--- src/rtl/moore_observer_pkg.sv ---
// Shared definitions for the 7-segment sequence observer: state encoding,
// the tracked digit sequence and the active-low segment patterns.
package moore_observer_pkg;

    typedef enum logic [1:0] {SYNC, LOCK, BLANK, ERR} state_t;

    localparam logic [3:0] BLANK_CODE = 4'd15;
    localparam logic [3:0] NO_POS     = 4'd15;
    localparam logic [6:0] BLANK_PAT  = 7'b1111111;

    // Patterns are written a..g from left to right, active low.
    localparam logic [6:0] DIGIT_PAT [0:9] = '{
        7'b0000001, 7'b1001111, 7'b0010010, 7'b0000110, 7'b1001100,
        7'b0100100, 7'b0100000, 7'b0001111, 7'b0000000, 7'b0000100
    };

    // Tracked sequence 9,4,6,5,8,2,1,0,5 (cyclic, length 9).
    function automatic logic [3:0] seq_at(input logic [3:0] p);
        case (p)
            4'd0:    seq_at = 4'd9;
            4'd1:    seq_at = 4'd4;
            4'd2:    seq_at = 4'd6;
            4'd3:    seq_at = 4'd5;
            4'd4:    seq_at = 4'd8;
            4'd5:    seq_at = 4'd2;
            4'd6:    seq_at = 4'd1;
            4'd7:    seq_at = 4'd0;
            4'd8:    seq_at = 4'd5;
            default: seq_at = BLANK_CODE;
        endcase
    endfunction

    // Index of a digit in the sequence; 5 is ambiguous and 3/7 never occur,
    // so those return NO_POS.
    function automatic logic [3:0] seq_index(input logic [3:0] d);
        case (d)
            4'd9:    seq_index = 4'd0;
            4'd4:    seq_index = 4'd1;
            4'd6:    seq_index = 4'd2;
            4'd8:    seq_index = 4'd4;
            4'd2:    seq_index = 4'd5;
            4'd1:    seq_index = 4'd6;
            4'd0:    seq_index = 4'd7;
            default: seq_index = NO_POS;
        endcase
    endfunction

endpackage

--- src/rtl/moore_observer_seg_to_bcd.sv ---
// Combinational decode of an active-low 7-segment pattern into a digit,
// blank (15) or an illegal flag.
module seg_to_bcd
    import moore_observer_pkg::*;
(
    input  logic [0:6] seg,
    output logic [3:0] value,
    output logic       legal
);

    always_comb begin
        value = BLANK_CODE;
        legal = (seg == BLANK_PAT);
        for (int i = 0; i < 10; i++) begin
            if (seg == DIGIT_PAT[i]) begin
                value = 4'(i);
                legal = 1'b1;
            end
        end
    end

endmodule

--- src/rtl/moore_observer.sv ---
// Observes a 7-segment display and infers up/down/resync steps of the
// counter driving it by tracking its position in a fixed digit sequence.
module moore_observer
    import moore_observer_pkg::*;
(
    input  logic       Clock,
    input  logic       Reset,
    input  logic       Tick,
    input  logic [0:6] Segmentos,
    output logic [3:0] Digito,
    output logic       Valido,
    output logic       Up,
    output logic       Down,
    output logic       Resync,
    output logic       Erro,
    output logic [3:0] Posicao
);

    state_t     state, state_next;
    logic [3:0] pos, pos_next, pos_inc, pos_dec;
    logic [3:0] value;
    logic       legal;
    logic       up_next, down_next, resync_next;
    logic [3:0] digito_q;
    logic       valido_q, up_q, down_q, resync_q;

    seg_to_bcd u_dec (
        .seg   (Segmentos),
        .value (value),
        .legal (legal)
    );

    assign pos_inc = (pos == 4'd8) ? 4'd0 : pos + 4'd1;
    assign pos_dec = (pos == 4'd0) ? 4'd8 : pos - 4'd1;

    always_ff @(posedge Clock or posedge Reset) begin
        if (Reset) begin
            state    <= SYNC;
            pos      <= 4'd0;
            digito_q <= 4'd0;
            valido_q <= 1'b0;
            up_q     <= 1'b0;
            down_q   <= 1'b0;
            resync_q <= 1'b0;
        end else begin
            state    <= state_next;
            pos      <= pos_next;
            up_q     <= up_next;
            down_q   <= down_next;
            resync_q <= resync_next;
            if (Tick) begin
                valido_q <= legal;
                if (legal)
                    digito_q <= value;
            end
        end
    end

    always_comb begin
        state_next  = state;
        pos_next    = pos;
        up_next     = 1'b0;
        down_next   = 1'b0;
        resync_next = 1'b0;
        if (Tick) begin
            case (state)
                // ERR leaves by the same rules as SYNC; an ambiguous 5 holds it.
                SYNC, ERR: begin
                    if (!legal)
                        state_next = ERR;
                    else if (value == BLANK_CODE)
                        state_next = BLANK;
                    else if (value == 4'd5)
                        state_next = state;
                    else if (seq_index(value) != NO_POS) begin
                        state_next = LOCK;
                        pos_next   = seq_index(value);
                    end else
                        state_next = ERR;
                end
                LOCK: begin
                    if (!legal)
                        state_next = ERR;
                    else if (value == seq_at(pos)) begin
                        state_next = LOCK;
                    end else if (value == seq_at(pos_inc)) begin
                        pos_next = pos_inc;
                        up_next  = 1'b1;
                    end else if (value == seq_at(pos_dec)) begin
                        pos_next  = pos_dec;
                        down_next = 1'b1;
                    end else if (value == 4'd9) begin
                        pos_next    = 4'd0;
                        resync_next = 1'b1;
                    end else if (value == BLANK_CODE) begin
                        state_next = BLANK;
                        up_next    = 1'b1;
                        down_next  = 1'b1;
                    end else
                        state_next = ERR;
                end
                BLANK: begin
                    if (legal && value == BLANK_CODE)
                        state_next = BLANK;
                    else if (legal && value == 4'd9) begin
                        state_next = LOCK;
                        pos_next   = 4'd0;
                    end else
                        state_next = ERR;
                end
                default: state_next = SYNC;
            endcase
        end
    end

    assign Digito  = digito_q;
    assign Valido  = valido_q;
    assign Up      = up_q;
    assign Down    = down_q;
    assign Resync  = resync_q;
    assign Erro    = (state == ERR);
    assign Posicao = (state == LOCK) ? pos : NO_POS;

endmodule

--- config.mk ---
export PLATFORM = sky130hd
export DESIGN_NAME = moore_observer
export DESIGN_NICKNAME = d
export VERILOG_FILES = /design/src/rtl/moore_observer_pkg.sv /design/src/rtl/moore_observer_seg_to_bcd.sv /design/src/rtl/moore_observer.sv
export SDC_FILE = /design/constraint.sdc
export NUM_CORES = 1
export LEC_CHECK = 0
export BUFFER_PORTS_ARGS = -buffer_cell sky130_fd_sc_hd__buf_2
export CAP_MARGIN = 20
export CORE_MARGIN = 1.5
export CORE_UTILIZATION = 39
export DETAILED_ROUTE_END_ITERATION = 16
export SKIP_CTS_REPAIR_TIMING = 1
export SYNTH_ARGS = -nofsm -noshare
export SYNTH_HDL_FRONTEND = slang
export SYNTH_SLANG_ARGS = --single-unit
--- constraint.sdc ---
create_clock -name Clock -period 3.8 [get_ports Clock]
set_clock_uncertainty 0.15 [all_clocks]
set_input_delay 0 -clock Clock [delete_from_list [all_inputs] [get_ports Clock]]
set_output_delay 0 -clock Clock [all_outputs]
set_load 0.03 [all_outputs]
Word-level counts from Yosys, hierarchy flattened
Memories as Yosys holds them, arrays and structs flattened.
Cells that the tools add are included.
- add/subtract/negate cells: 2
- equal/unequal tests: 39
- muxes and demuxes: 87
- reduce and logical (&&, ||, !) cells: 10
- operators with widths (operator ; count):
    2-to-1 mux 4 bit ; 41
    2-to-1 mux 1 bit ; 32
    case mux 4 bit (7 select lines) ; 1
    inequality test 4 bit, second input constant ; 6
    2-to-1 mux 2 bit ; 11
    equality test 7 bit, second input constant ; 3
    equality test 4 bit, second input constant ; 4
    inequality test 2 bit, second input constant ; 8
    equality test 7 x 3 -> 1 bit, second input constant ; 2
    equality test 7 x 6 -> 1 bit, second input constant ; 2
    equality test 4 x 3 -> 1 bit, second input constant ; 3
    equality test 4 bit ; 3
    case mux 4 bit (3 select lines) ; 1
    AND reduction 10 bit ; 1
    logical NOT 4 bit ; 2
    equality test 7 x 1 -> 1 bit, second input constant ; 1
    equality test 7 x 4 -> 1 bit, second input constant ; 1
    equality test 7 x 5 -> 1 bit, second input constant ; 1
    logical NOT 7 bit ; 1
    case mux 2 bit (3 select lines) ; 1
    AND reduction 5 bit ; 1
    adder 4 x 1 -> 4 bit, second input constant ; 1
    equality test 2 bit, second input constant ; 2
    equality test 4 x 1 -> 1 bit, second input constant ; 1
    7 further kinds ; 8
- register bits: 14
- memory bits (read-only): 192
- bits of input ports: 10
- word-level logic and storage cells: 148
- memories: 3
- memories (memory ; depth ; bits a word ; read ports ; clocked after Yosys merged registers in ; wr ports ; RTL line ; text):
    (name not given) ; 16 ; 4 ; 1 ; 0 ; 0 ; moore_observer_pkg.sv:19 ; case (p)
    (name not given) ; 16 ; 4 ; 1 ; 0 ; 0 ; moore_observer_pkg.sv:19 ;
    (name not given) ; 16 ; 4 ; 1 ; 0 ; 0 ; moore_observer_pkg.sv:19 ;

Depth between registers and ports, before layout
- depth after elaboration: 32
- depth in mapped cells: 16
- gate-level depth less buffers: 15

Modules after synthesis
A second synthesis with hierarchy kept.
- cells, all modules: 229
- area total of the unflattened synthesis: 1883.1 sq um
- by module, submodules not included (module ; times used ; cells each ; area each (sq um)):
    moore_observer ; 1 ; 193 ; 1624.1
    seg_to_bcd ; 1 ; 36 ; 259.0

Worst setup path before layout
Ideal clock, no wire load.
- path kind: register to register
- start point: register pos[0]
- end point: register pos[0]
- setup time: 128 ps
- arrival time: 3898 ps
- data required time: 3522 ps
- path slack: -375 ps
- stages on the path, launching flop included: 15
- path buffers: 1
- clock period less this slack: 4175 ps
- path through: dfrtp_1 inv_1 ha_1 or3b_1 clkbuf_1 nand2_1 ha_1 or4bb_1 o211ai_1 a22oi_1 or4b_4 a211oi_4 o311ai_2 a211oi_4 mux2_1
- cells in the longest elaborated chain, start to end: 14
- elaborated cells on any way between the ends: 32
- RTL lines (item ; RTL line ; text):
    start, declared ; moore_observer.sv:20 ; logic [3:0] pos, pos_next, pos_inc, pos_dec;
    start signal, assigned ; moore_observer.sv:47 ; pos <= pos_next;
    subtractor 4 x 1 -> 4 bit / logical NOT 4 bit (equally long branches) ; moore_observer.sv:34 ; assign pos_dec = (pos == 4'd0) ? 4'd8 : pos - 4'd1;
    2-to-1 mux 4 bit ; moore_observer.sv:34 ;
    memory read (16 x 4 bit) ; - ;
    2-to-1 mux 4 bit ; moore_observer.sv:86 ; end else if (value == seq_at(pos_inc)) begin
    2-to-1 mux 4 bit ; moore_observer.sv:84 ; else if (value == seq_at(pos)) begin
    2-to-1 mux 4 bit ; moore_observer.sv:82 ; if (!legal)
    2-to-1 mux 4 bit ; moore_observer.sv:66 ; case (state)
    2-to-1 mux 4 bit ; moore_observer.sv:65 ; if (Tick) begin
    equality test 4 bit ; moore_observer.sv:89 ; end else if (value == seq_at(pos_dec)) begin
    2-to-1 mux 4 bit ; moore_observer.sv:89 ;
    2-to-1 mux 4 bit ; moore_observer.sv:86 ;
    2-to-1 mux 4 bit ; moore_observer.sv:84 ;
    2-to-1 mux 4 bit ; moore_observer.sv:82 ;
    case mux 4 bit (3 select lines) ; moore_observer.sv:66 ;
Parallel ways exist; a longest one is shown, timed or not. The select of a mux whose other input is x is not followed.
A chain may end at the register's enable or synchronous reset.

Worst setup path in the final report
- start point: register pos[0]
- end point: register pos[1]
The elaborated chain is that of the path after synthesis.

==> impl_results.md <==
* Status: finished clean
* Router iterations before antenna repair at 4
* CTS sink cnt at 14
* Clk slew on worst S/H paths at around 50 ps
* Row count at 25
* Skew-Pair Late Insertion Delay at 240 ps
* Routed vias at between 1,500 and 2,000
* Global Route Usage Sum at approximately a fifth
* DRT iter0 DRCs at ~90
* Area Overhead vs Synth at 20.5%
* Placed Instances at between 300 and 400
* Clock Power Share at under 10%
* Drt wl/cell at ~15 µm
* Final WL at a little over 5 mm
* Ys flop type: dfrtp_1
* Final Critical Period at approximately 3800 ps
* Register-to-register setup slack at between 20 and 30 ps
* RR Startpoint: pos[0]$_DFFE_PP0P_
* First-pass GRT wire length at 8.22 mm
* Crit-path max FO at 4
* DR DRC count at 0
* Synth top area cells: dfrtp_1 18%, ha_1 10%, o21ai_0 4.6%, nor2_1 4.4%, mux2i_1 4.1%
* IO Count at 23
* Yosys cell types at 64
* Die height at around 74 µm
* Synth top area share at between 15 and 20%
* H-tree depth at 1
* Max-Cap Viols at 0
* Total negative slack at 0 ps
* Number of synthesized register bits at 14
* Final Power at approximately 2.3 mW
* Seq/Total Area, Yosys at between 10% and 20%
* Reg power frac at 10.2%
* Fmax at 0.265 GHz
* Fillers at between 400 and 500
* Sw Share at between 40% and 50%
* Worst-margin pin slew at 677 ps
* Final instance area at between 2000 and 2500 µm²
* Worst-case clock buffer depth at 2
* CORE AREA at between 4000 and 5000 µm²
* HP Class: in2reg
* Starting Density at 41.0%
* Antenna violation net count after detailed routing at 0
* Post-Synthesis Cells at 242
* CTS tree: built
* Area of the multi-input gates at roughly 1500 µm²
* Async set-reset flop share out of synthesis at between 90% and 100%
* Number of diodes at 0
* Initial antenna violation count at 0
* Post-synth top area cell: dfrtp_1
* Placed cell area at roughly 2300 µm²
* Die Wd at roughly 74 µm
* Final worst path period share at ~100%
* Worst R2R Path Depth at 13
* Crit path DAT at between 3000 and 4000 ps
* Hold Slack at 130 ps
* Reg2reg end: pos[1]$_DFFE_PP0P_
* Final Max Tran Viols at 0
* Critical-path top delay cell: or4b_4
* CP Capture Type: register
* Synthesized cell area at a little under 2000 µm²
* PD cells at approximately 970 nW/µm²
* WHS Path Cells at 5
* Total CTS buffers at 3
* Share of cells above drive strength 1 at 26.7%
* Slowest stage delay, CP at about 530 ps
* NetSw at 1.14 mW
* Core Util, Final at about half
* DP Wirelength at a little over 4 mm
* Syn. warnings at 0
* Req. time, crit path at between 3000 and 4000 ps
* Unrepaired setup endpoints after global routing: true
* Hold endpoint: Resync$_DFF_PP0_
* Die area at roughly 5500 µm²
* Crit path launch type: register
* Most frequent cell after synthesis: nor2_1
* GRT Residual Overflow at 0
* Maximum VDD drop at roughly 0.00036 V
* Vias in the first global route at ~1,700
* CP Class: reg2reg
* Leak at about 1.0 nW
* Comb pwr share at 83.7%
* DP Worst Slack at -63.6 ps
* Pint at around 1.2 mW
* Setup Viol. Count Final at 0
* Final Hold Fails at 0
* EDFF count, synth at 0
* Commonest cells post-synth: 23 x nor2_1, 18 x o21ai_0, 16 x ha_1, 14 x dfrtp_1, 14 x inv_1
* Synth Area per Inst at 8.10 µm²
* Via density per instance at 5.65
* Max_slew headroom at 54.1%
* Post-Layout Cell Count at 340
* NumNets Final at 300
* Clk root buf: clkbuf_8
* Worst path cell trace: inv_4 > ha_4 > or3b_4 > nand2_4 > ha_4 > or4bb_1 > o211ai_1 > a22oi_1 > or4b_4 > a211oi_4 > o311ai_4 > a211oi_4 > mux2_4
* Setup WS post-layout at 27.7 ps
* Synth Net Count at ~270
* Reg area at roughly 350 µm²
* Largest net degree at the start of global routing at 19
* GPL Wtd Cong at roughly 0.81
* Min-delay src: Segmentos[4]
* Port-buffer cells at 22
## logic make-up (layout without fill, tap and decap cells)
| group | after synthesis | count (layout) | share of synthesized area (%) |
|---|---|---|---|
| buffers and inverters | 29 | 60 | 6.57 |
| and+or+nand+nor | 99 | 99 | 29.5 |
| muxes | 16 | 16 | 8.68 |
| xor gates and xnor gates | 9 | 9 | 4.02 |
| AOI/OAI and AO/OA | 59 | 59 | 23.1 |
| adders and majority gates | 16 | 16 | 10.2 |
| DFF | 14 | 14 | 17.9 |
## layer usage
metal / vias to the layer above / share of wire [%] / track usage (%)
li1: 947 / - / -
met4: 0 / 1.6 / 5.97
met3: 8 / 2.9 / 1.10
met1: 916 / 48 / 26.4
met5: - / 0 / 0
met2: 50 / 47 / 31.7
## worst max-delay path by stage
stage,start,to
after floorplan,pos[0]$_DFFE_PP0P_,pos[0]$_DFFE_PP0P_
after global placement,pos[1]$_DFFE_PP0P_,pos[1]$_DFFE_PP0P_
after detailed placement,pos[1]$_DFFE_PP0P_,pos[1]$_DFFE_PP0P_
after CTS,pos[1]$_DFFE_PP0P_,pos[1]$_DFFE_PP0P_
after global routing,pos[0]$_DFFE_PP0P_,pos[1]$_DFFE_PP0P_
final,pos[0]$_DFFE_PP0P_,pos[1]$_DFFE_PP0P_
## critical path: cells and delay by family, from the launching register on
kind	cells	cell delay (ps)
flops	1	420
simple gates	4	1450
mux	1	340
buf+inv	1	70
compound gates	5	980
fa+ha+maj	2	250
## placed cells by master (no fill, tap or decap), types with 3 or more instances in the layout
master / count
xnor2_1: 5
mux2_4: 4
and2_1: 3
a21o_1: 3
ha_1: 14
xor2_1: 4
and3_1: 4
nand3_1: 9
nor3_1: 7
or3_1: 3
nand2b_1: 7
nor3b_1: 4
inv_1: 12
a21oi_1: 7
mux2i_1: 8
mux2_2: 4
nand4_1: 4
clkbuf_8: 4
nor2_1: 23
nand2_1: 11
o211ai_1: 4
o21ai_0: 18
dfrtp_1: 12
a22oi_1: 3
buf_2: 22
buf_4: 18
## cell type report
| class | count | share of cell area [%] |
|---|---|---|
| Sequential cell | 14 | 14.9 |
| Clock buffer | 4 | 2.33 |
| Inverter | 14 | 2.44 |
| Multi-Input combinational cell | 199 | 65.5 |
| Tap cell | 67 | 3.55 |
| Timing Repair Buffer | 42 | 11.2 |
## state kept, by name, indices dropped and copies added (netlist names)
| name | cells |
|---|---|
| Down | 1 |
| Up | 1 |
| Resync | 1 |
| state | 2 |
| Valido | 1 |
| Digito | 4 |
| pos | 4 |
## power groups by stage
stage	Clock [mW]	Combinational (mW)	Sequential, mW
CTS	0.145	1.87	0.235
global placement	0	1.85	0.234
finish	0.142	1.93	0.234
global route	0.151	2.13	0.240
floorplan	0	1.36	0.277
detailed placement	0	1.86	0.236
Power figures use the tool's default switching activity.
